==> config.mk <==
export PLATFORM = sky130hd
export DESIGN_NAME = seg_display_arbiter
export DESIGN_NICKNAME = d
export VERILOG_FILES = /design/src/rtl/seg_display_arbiter.sv
export SDC_FILE = /design/constraint.sdc
export NUM_CORES = 1
export LEC_CHECK = 0
export CAP_MARGIN = 20
export CELL_PAD_IN_SITES_DETAIL_PLACEMENT = 2
export CELL_PAD_IN_SITES_GLOBAL_PLACEMENT = 2
export CORE_MARGIN = 2
export CORE_UTILIZATION = 37
export CTS_BUF_LIST = sky130_fd_sc_hd__clkbuf_16
export CTS_CLUSTER_DIAMETER = 40
export CTS_CLUSTER_SIZE = 14
export DETAILED_ROUTE_END_ITERATION = 10
export PLACE_DENSITY = 0.84
export SYNTH_ARGS = -nofsm -noshare
export SYNTH_HDL_FRONTEND = slang
export SYNTH_SLANG_ARGS = --single-unit
==> constraint.sdc <==
create_clock -name clk -period 7.9 [get_ports clk]
set_input_delay 1.185 -clock clk [delete_from_list [all_inputs] [get_ports clk]]
set_output_delay 1.185 -clock clk [all_outputs]
set_load 0.005 [all_outputs]
==> src/rtl/seg_display_arbiter.sv <==
// Round-robin arbiter granting three requesters time on a two-digit multiplexed
// seven-segment display; each grant shows a latched hex byte for DWELL frames.
module seg_display_arbiter #(
    parameter int SCAN_DIV = 2500,
    parameter int DWELL    = 4
) (
    input  logic       clk,
    input  logic       rst,
    input  logic [2:0] req,
    input  logic [7:0] val0,
    input  logic [7:0] val1,
    input  logic [7:0] val2,
    output logic [2:0] grant,
    output logic       done,
    output logic       busy,
    output logic [1:0] digit_sel,
    output logic [6:0] segment
);

    typedef enum logic [1:0] {IDLE, LOAD, SHOW} state_t;

    localparam logic [11:0] SCAN_LAST  = 12'(SCAN_DIV - 1);
    localparam logic [11:0] SCAN_PRE   = 12'(SCAN_DIV - 2);
    localparam logic [7:0]  FRAME_LAST = 8'(DWELL - 1);

    state_t      state_reg;
    logic [1:0]  last_reg;
    logic [1:0]  win_reg;
    logic [7:0]  latched_reg;
    logic [11:0] scan_reg;
    logic [7:0]  frame_reg;
    logic        low_reg;

    logic [1:0]  ord0, ord1, ord2;
    logic [1:0]  rr_idx;
    logic [7:0]  val_sel;

    function automatic logic [6:0] hex_decode(input logic [3:0] nib);
        logic [6:0] s;
        case (nib)
            4'h0: s = 7'h3F;
            4'h1: s = 7'h06;
            4'h2: s = 7'h5B;
            4'h3: s = 7'h4F;
            4'h4: s = 7'h66;
            4'h5: s = 7'h6D;
            4'h6: s = 7'h7D;
            4'h7: s = 7'h07;
            4'h8: s = 7'h7F;
            4'h9: s = 7'h6F;
            4'hA: s = 7'h77;
            4'hB: s = 7'h7C;
            4'hC: s = 7'h39;
            4'hD: s = 7'h5E;
            4'hE: s = 7'h79;
            default: s = 7'h71;
        endcase
        return s;
    endfunction

    // Search order starts just after the previous winner.
    always_comb begin
        ord0 = 2'd0;
        ord1 = 2'd1;
        ord2 = 2'd2;
        case (last_reg)
            2'd0: begin ord0 = 2'd1; ord1 = 2'd2; ord2 = 2'd0; end
            2'd1: begin ord0 = 2'd2; ord1 = 2'd0; ord2 = 2'd1; end
            default: begin ord0 = 2'd0; ord1 = 2'd1; ord2 = 2'd2; end
        endcase
        rr_idx = ord2;
        if (req[ord0])
            rr_idx = ord0;
        else if (req[ord1])
            rr_idx = ord1;
    end

    always_comb begin
        case (win_reg)
            2'd1:    val_sel = val1;
            2'd2:    val_sel = val2;
            default: val_sel = val0;
        endcase
    end

    always_ff @(posedge clk) begin
        if (rst) begin
            state_reg   <= IDLE;
            last_reg    <= 2'd2;
            win_reg     <= 2'd0;
            latched_reg <= 8'd0;
            scan_reg    <= 12'd0;
            frame_reg   <= 8'd0;
            low_reg     <= 1'b0;
            grant       <= 3'b000;
            done        <= 1'b0;
            busy        <= 1'b0;
            digit_sel   <= 2'b00;
            segment     <= 7'd0;
        end else begin
            case (state_reg)
                IDLE: begin
                    grant     <= 3'b000;
                    done      <= 1'b0;
                    busy      <= 1'b0;
                    digit_sel <= 2'b00;
                    segment   <= 7'd0;
                    if (|req) begin
                        win_reg   <= rr_idx;
                        last_reg  <= rr_idx;
                        busy      <= 1'b1;
                        state_reg <= LOAD;
                    end
                end
                LOAD: begin
                    latched_reg <= val_sel;
                    grant       <= 3'b001 << win_reg;
                    busy        <= 1'b1;
                    done        <= 1'b0;
                    scan_reg    <= 12'd0;
                    frame_reg   <= 8'd0;
                    low_reg     <= 1'b0;
                    digit_sel   <= 2'b10;
                    segment     <= hex_decode(val_sel[7:4]);
                    state_reg   <= SHOW;
                end
                SHOW: begin
                    // done marks the cycle that will be the last of the final low phase.
                    done <= low_reg && (frame_reg == FRAME_LAST) && (scan_reg == SCAN_PRE);
                    if (scan_reg == SCAN_LAST) begin
                        scan_reg <= 12'd0;
                        if (!low_reg) begin
                            low_reg   <= 1'b1;
                            digit_sel <= 2'b01;
                            segment   <= hex_decode(latched_reg[3:0]);
                        end else if (frame_reg == FRAME_LAST) begin
                            state_reg <= IDLE;
                            frame_reg <= 8'd0;
                            low_reg   <= 1'b0;
                            grant     <= 3'b000;
                            busy      <= 1'b0;
                            done      <= 1'b0;
                            digit_sel <= 2'b00;
                            segment   <= 7'd0;
                        end else begin
                            frame_reg <= frame_reg + 8'd1;
                            low_reg   <= 1'b0;
                            digit_sel <= 2'b10;
                            segment   <= hex_decode(latched_reg[7:4]);
                        end
                    end else begin
                        scan_reg <= scan_reg + 12'd1;
                    end
                end
                default: state_reg <= IDLE;
            endcase
        end
    end

endmodule

Word-level counts from Yosys, hierarchy flattened
Memories as Yosys holds them, arrays and structs flattened. A register that Yosys moved wholly into a read port is not among the register bits.
Index checks and enable logic that the tools add are counted.
Storage, ports and cells
  register bits after elaboration: 49
  ROM bits: 336
  input port bits: 29
  memories kept: 3
Memory list
  (name not given): words 16, width 7, rd ports 1, clocked after Yosys merged registers in 0, write ports 0, line 40  | case (nib)
  (name not given): words 16, width 7, rd ports 1, clocked after Yosys merged registers in 1, write ports 0, line 40
  (name not given): words 16, width 7, rd ports 1, clocked after Yosys merged registers in 1, write ports 0, line 40
Operators by class
  add/subtract/negate cells: 2
  magnitude comparators: 2
  equal/unequal tests: 12
  shift operators: 1
  mux-type cells: 49
  reduce and logical (&&, ||, !) cells: 15
Operators with widths (number)
  one-hot mux 8 bit (2 select lines): 2
  == test 12 bit (second input constant): 2
  two-way mux 8 bit: 3
  one-hot mux 12 bit (2 select lines): 1
  two-way mux 7 bit: 3
  one-hot mux 7 bit (3 select lines): 1
  two-way mux 2 bit: 9
  two-way mux 4 bit: 4
  adder 12 x 1 -> 12 bit (second input constant): 1
  two-way mux 12 bit: 1
  one-hot mux 2 bit (2 select lines): 3
  one-hot mux 2 bit (3 select lines): 2
  two-way mux 1 bit: 11
  two-way mux 3 bit: 3
  one-hot mux 3 bit (3 select lines): 1
  adder 8 x 1 -> 8 bit (second input constant): 1
  == test 8 x 2 -> 1 bit (second input constant): 1
  != test 2 bit (second input constant): 4
  AND reduction 4 bit: 2
  == test 2 x 1 -> 1 bit (second input constant): 3
  less-than comparator 2 x 3 -> 1 bit (second input constant): 2
  AND reduction 2 bit: 3
  binary-select mux 1 bit (select 2 bit): 2
  == test 2 bit (second input constant): 2
  10 further kinds: 14

Logic depth before layout (Yosys ltp)
  depth in word-level cells: 7
  mapped depth: 12

Least setup slack after synthesis
No wires, ideal clock.
  kind: in2reg
  start: in val1[5]
  end: reg with a tool-made name
  setup time: 0.079 ns
  arrival time: 2.776 ns
  path slack: 5.045 ns
  stages: 9
  buffers on the path: 0
  path through: a22oi_1 -> a21o_2 -> clkinv_1 -> mux2i_1 -> nor2_1 -> inv_1 -> ha_1 -> or3_1 -> o211ai_1
RTL lines
  start: declaration: line 11  | input logic [7:0] val1,

==> out/results.txt <==
Status: finished clean
TritonRoute pass-1 iters: 4
Clock tree from TritonCTS: yes
Syn. warnings: 0
Largest stage delay on the critical path: 0.45 ns
Sum of negative setup slack: 0 ns
DR vias/cell: 5.55
Endpoint kind of the worst setup timing path: flop
Final worst-path cycle share: 45.7%
Post-synth EDFFs: 0
Quantity of gates resized following cts: 0
Number of antenna diodes: 0
Post-cts hold buffer count: 0
Critical path start-end classification: in -> reg
Power density cells: 371 nW/um^2
Number of remaining DRC errors: 0
Number of routed nets with antenna violations: 0
Upper clock frequency limit: 0.277 GHz
Clk_skew: 0.00511 ns
Total global-route track usage: 23.2%
P_sw: 0.000721 W
TritonCTS buffer count: 9
Data arrival time at the worst-slack endpoint: 3.86 ns
Cell Int Power: 0.000907 W
Ordered cell list for the critical path: clkdlybuf4s50_1 -> buf_4 -> inv_1 -> and3_1 -> a21oi_1 -> inv_1 -> ha_1 -> or3_1 -> o211ai_1
Vias in the first global route: 3,637
Fraction of met3 tracks used by global routing: 4.00%
Total number of clock tree sinks: 62
Final hold viol count: 0
PnR worst setup slack: 4.29 ns
Filler cell count: 1,107
Nets: 514
Pre-CTS setup slack: 3.95 ns
Multi-input gate area: 2170 sq um
Kind of path behind the tightest hold check: reg -> reg
Met1 Usage GRT: 27.9%
Crit-path leading delay family: buffers and inverters
Remaining global-route overflow: 0
Max Fanout on Critical Path: 31
Number of violations of the max-capacitance limit: 0
Bufs on Longest Clock Path: 2
Most frequent cells in the layout: 62 x sky130_fd_sc_hd__dfxtp_1, 42 x sky130_fd_sc_hd__clkdlybuf4s50_1, 39 x sky130_fd_sc_hd__nor2_1, 37 x sky130_fd_sc_hd__nand2_1
Growth of design area from synthesis to finish: 21.0%
Mapped cell area: 3620 sq um
Global routing's busiest layer: met2
Number of I/O pins: 43
Share of synthesized registers carrying an async set or reset: 0%
Worst Tran Pin Value: 1.03 ns
Critical Path Slowest Stage Cell: sky130_fd_sc_hd__clkdlybuf4s50_1
Cell Rows: 36
Weighted congestion at the end of routability-driven global placement: 0.836
Starting DRC count in detailed routing: 133
Commonest non-fill, non-tap cell in the layout: sky130_fd_sc_hd__dfxtp_1
CP most frequent cell: sky130_fd_sc_hd__inv_1
Overall routed net length: 11,500 um
Worst slew slack as a fraction of its limit: 31.4%
Number of buffers added for setup after CTS: 0
Clock-pin transition on the worst setup and hold timing paths: 0.05 ns
Hold slack: 0.462 ns
H-tree levels: 3
Combinational fraction of design power: 51.5%
Register area share after synthesis: 34.3%
Lkg Pwr: 1.66 nW
Sequential cell fraction of total power: 26.5%
Setup-failing EPs final: 0
Unrepaired setup endpoints after global routing: no
Share of total power consumed by net switching: 44.3%
First-pass GRT wire length: 19,000 um
Type of origin of the critical path: primary input
Area of the placeable core: 9640 sq um
Required arrival time at the worst endpoint: 8.14 ns
Layout cells sized above 1: 8.01%
Power share of the clock group: 22.0%
DP Wirelength: 8170 um
Die height: 103 um
Fraction of met2 tracks used by global routing: 41.5%
Synthesized netlist cell count: 423
Commonest register cell after synthesis: sky130_fd_sc_hd__dfxtp_1
Final Max Tran Viols: 0
Maximum number of pins on one net before global-route repair: 32
Overall die area: 10,600 sq um
Min cycle time layout: 3.61 ns
CTS Root Cell: sky130_fd_sc_hd__clkbuf_16
Via count: 3,301
Distinct cells, synth: 60
Overall die width: 103 um
Buf/Inv on CP: 4
Register bit total from synthesis: 62
Initial antenna violation count: 0
Area taken by flip-flops and latches: 1240 sq um
Starting density of the core: 37.6%
Average cell area after synthesis: 8.57 sq um
Worst vdd rail ir drop: 136 uV
Wire length per cell after detailed routing: 19.3 um
Buffers added on ports: 42
Insertion delay of the later-clocked pin in the worst-skew pair: 0.33 ns
Net count of the mapped netlist: 480
==> power by group through the flow <==
stage | clock network, W | logic (W) | registers, W
after global placement | 0 | 0.000786 | 0.000433
after detailed placement | 0 | 0.000822 | 0.000437
final | 0.000358 | 0.000838 | 0.000432
after floorplan | 0 | 0.000606 | 0.000424
after global routing | 0.000381 | 0.000937 | 0.000440
after CTS | 0.000366 | 0.000844 | 0.000433
==> final cells by class <==
| class | count | share of cell area, % |
|---|---|---|
| Clock buffer | 9 | 5.14 |
| Clock inverter | 7 | 0.942 |
| Inverter | 27 | 2.31 |
| Multi-Input combinational cell | 313 | 49.6 |
| Sequential cell | 62 | 28.3 |
| Tap cell | 133 | 3.80 |
| Timing Repair Buffer | 44 | 9.93 |
==> per-stage QoR <==
stage | total power (W) | util [%] | area (sq um) | cells
floorplan | 0.00103 | - | 3620 | 423
global placement | 0.00122 | 42.7 | 4120 | 579
detailed placement | 0.00126 | 42.7 | 4120 | 579
CTS | 0.00164 | 45.5 | 4380 | 595
global route | 0.00176 | 45.5 | 4380 | 595
finish | 0.00163 | 45.5 | 4380 | 595
==> synth_stat cells, drive strengths merged, types with 3 or more instances <==
library cell | number | area, sq um
a2bb2oi | 3 | 26.3
nor3 | 12 | 70.1
xnor2 | 6 | 52.6
nand2 | 38 | 145
dfxtp | 62 | 1240
o211ai | 7 | 52.6
or3 | 5 | 31.3
a22oi | 13 | 116
ha | 28 | 350
nand3 | 12 | 60.1
a211oi | 8 | 65.1
o22a | 4 | 35.0
a31oi | 8 | 56.3
a22o | 7 | 61.3
o2111ai | 4 | 35.0
a21o | 4 | 32.5
nor2b | 6 | 37.5
mux2i | 11 | 110
nand4 | 5 | 31.3
a21oi | 30 | 158
nor2 | 39 | 146
buf | 16 | 88.8
inv | 26 | 97.6
o21ai | 21 | 109
xor2 | 10 | 87.6
and3 | 5 | 31.3
clkbuf | 5 | 18.8
==> cell families after synthesis <==
| logic type | synth area share (%) |
|---|---|
| simple gates | 18.4 |
| compound gates | 24.1 |
| flops | 34.3 |
| buf+inv | 5.77 |
| fa+ha+maj | 9.67 |
| xor+xnor | 3.87 |
| mux | 3.97 |
==> worst min-delay path: stages, from the launching register on <==
cell and delay [ns]:
sky130_fd_sc_hd__dfxtp_1 0.30, sky130_fd_sc_hd__nand2_1 0.06, sky130_fd_sc_hd__a21oi_1 0.05
==> layer usage <==
layer	up-vias	share of wire [%]
met5	-	0
met4	0	1.9
met3	20	2.2
met2	48	52
met1	1638	44
li1	1595	-
==> path summary, 6_finish.rpt <==
path               startpoint       end  slack (ns)  cells past startpoint
setup / recovery          rst      flop        4.29                      9
setup reg to reg  last_reg[0]      flop        4.55                     11
hold / removal       grant[2]  grant[2]        0.46                      2
hold reg to reg      grant[2]  grant[2]        0.46                      2
(Power assumes the default switching activity.)
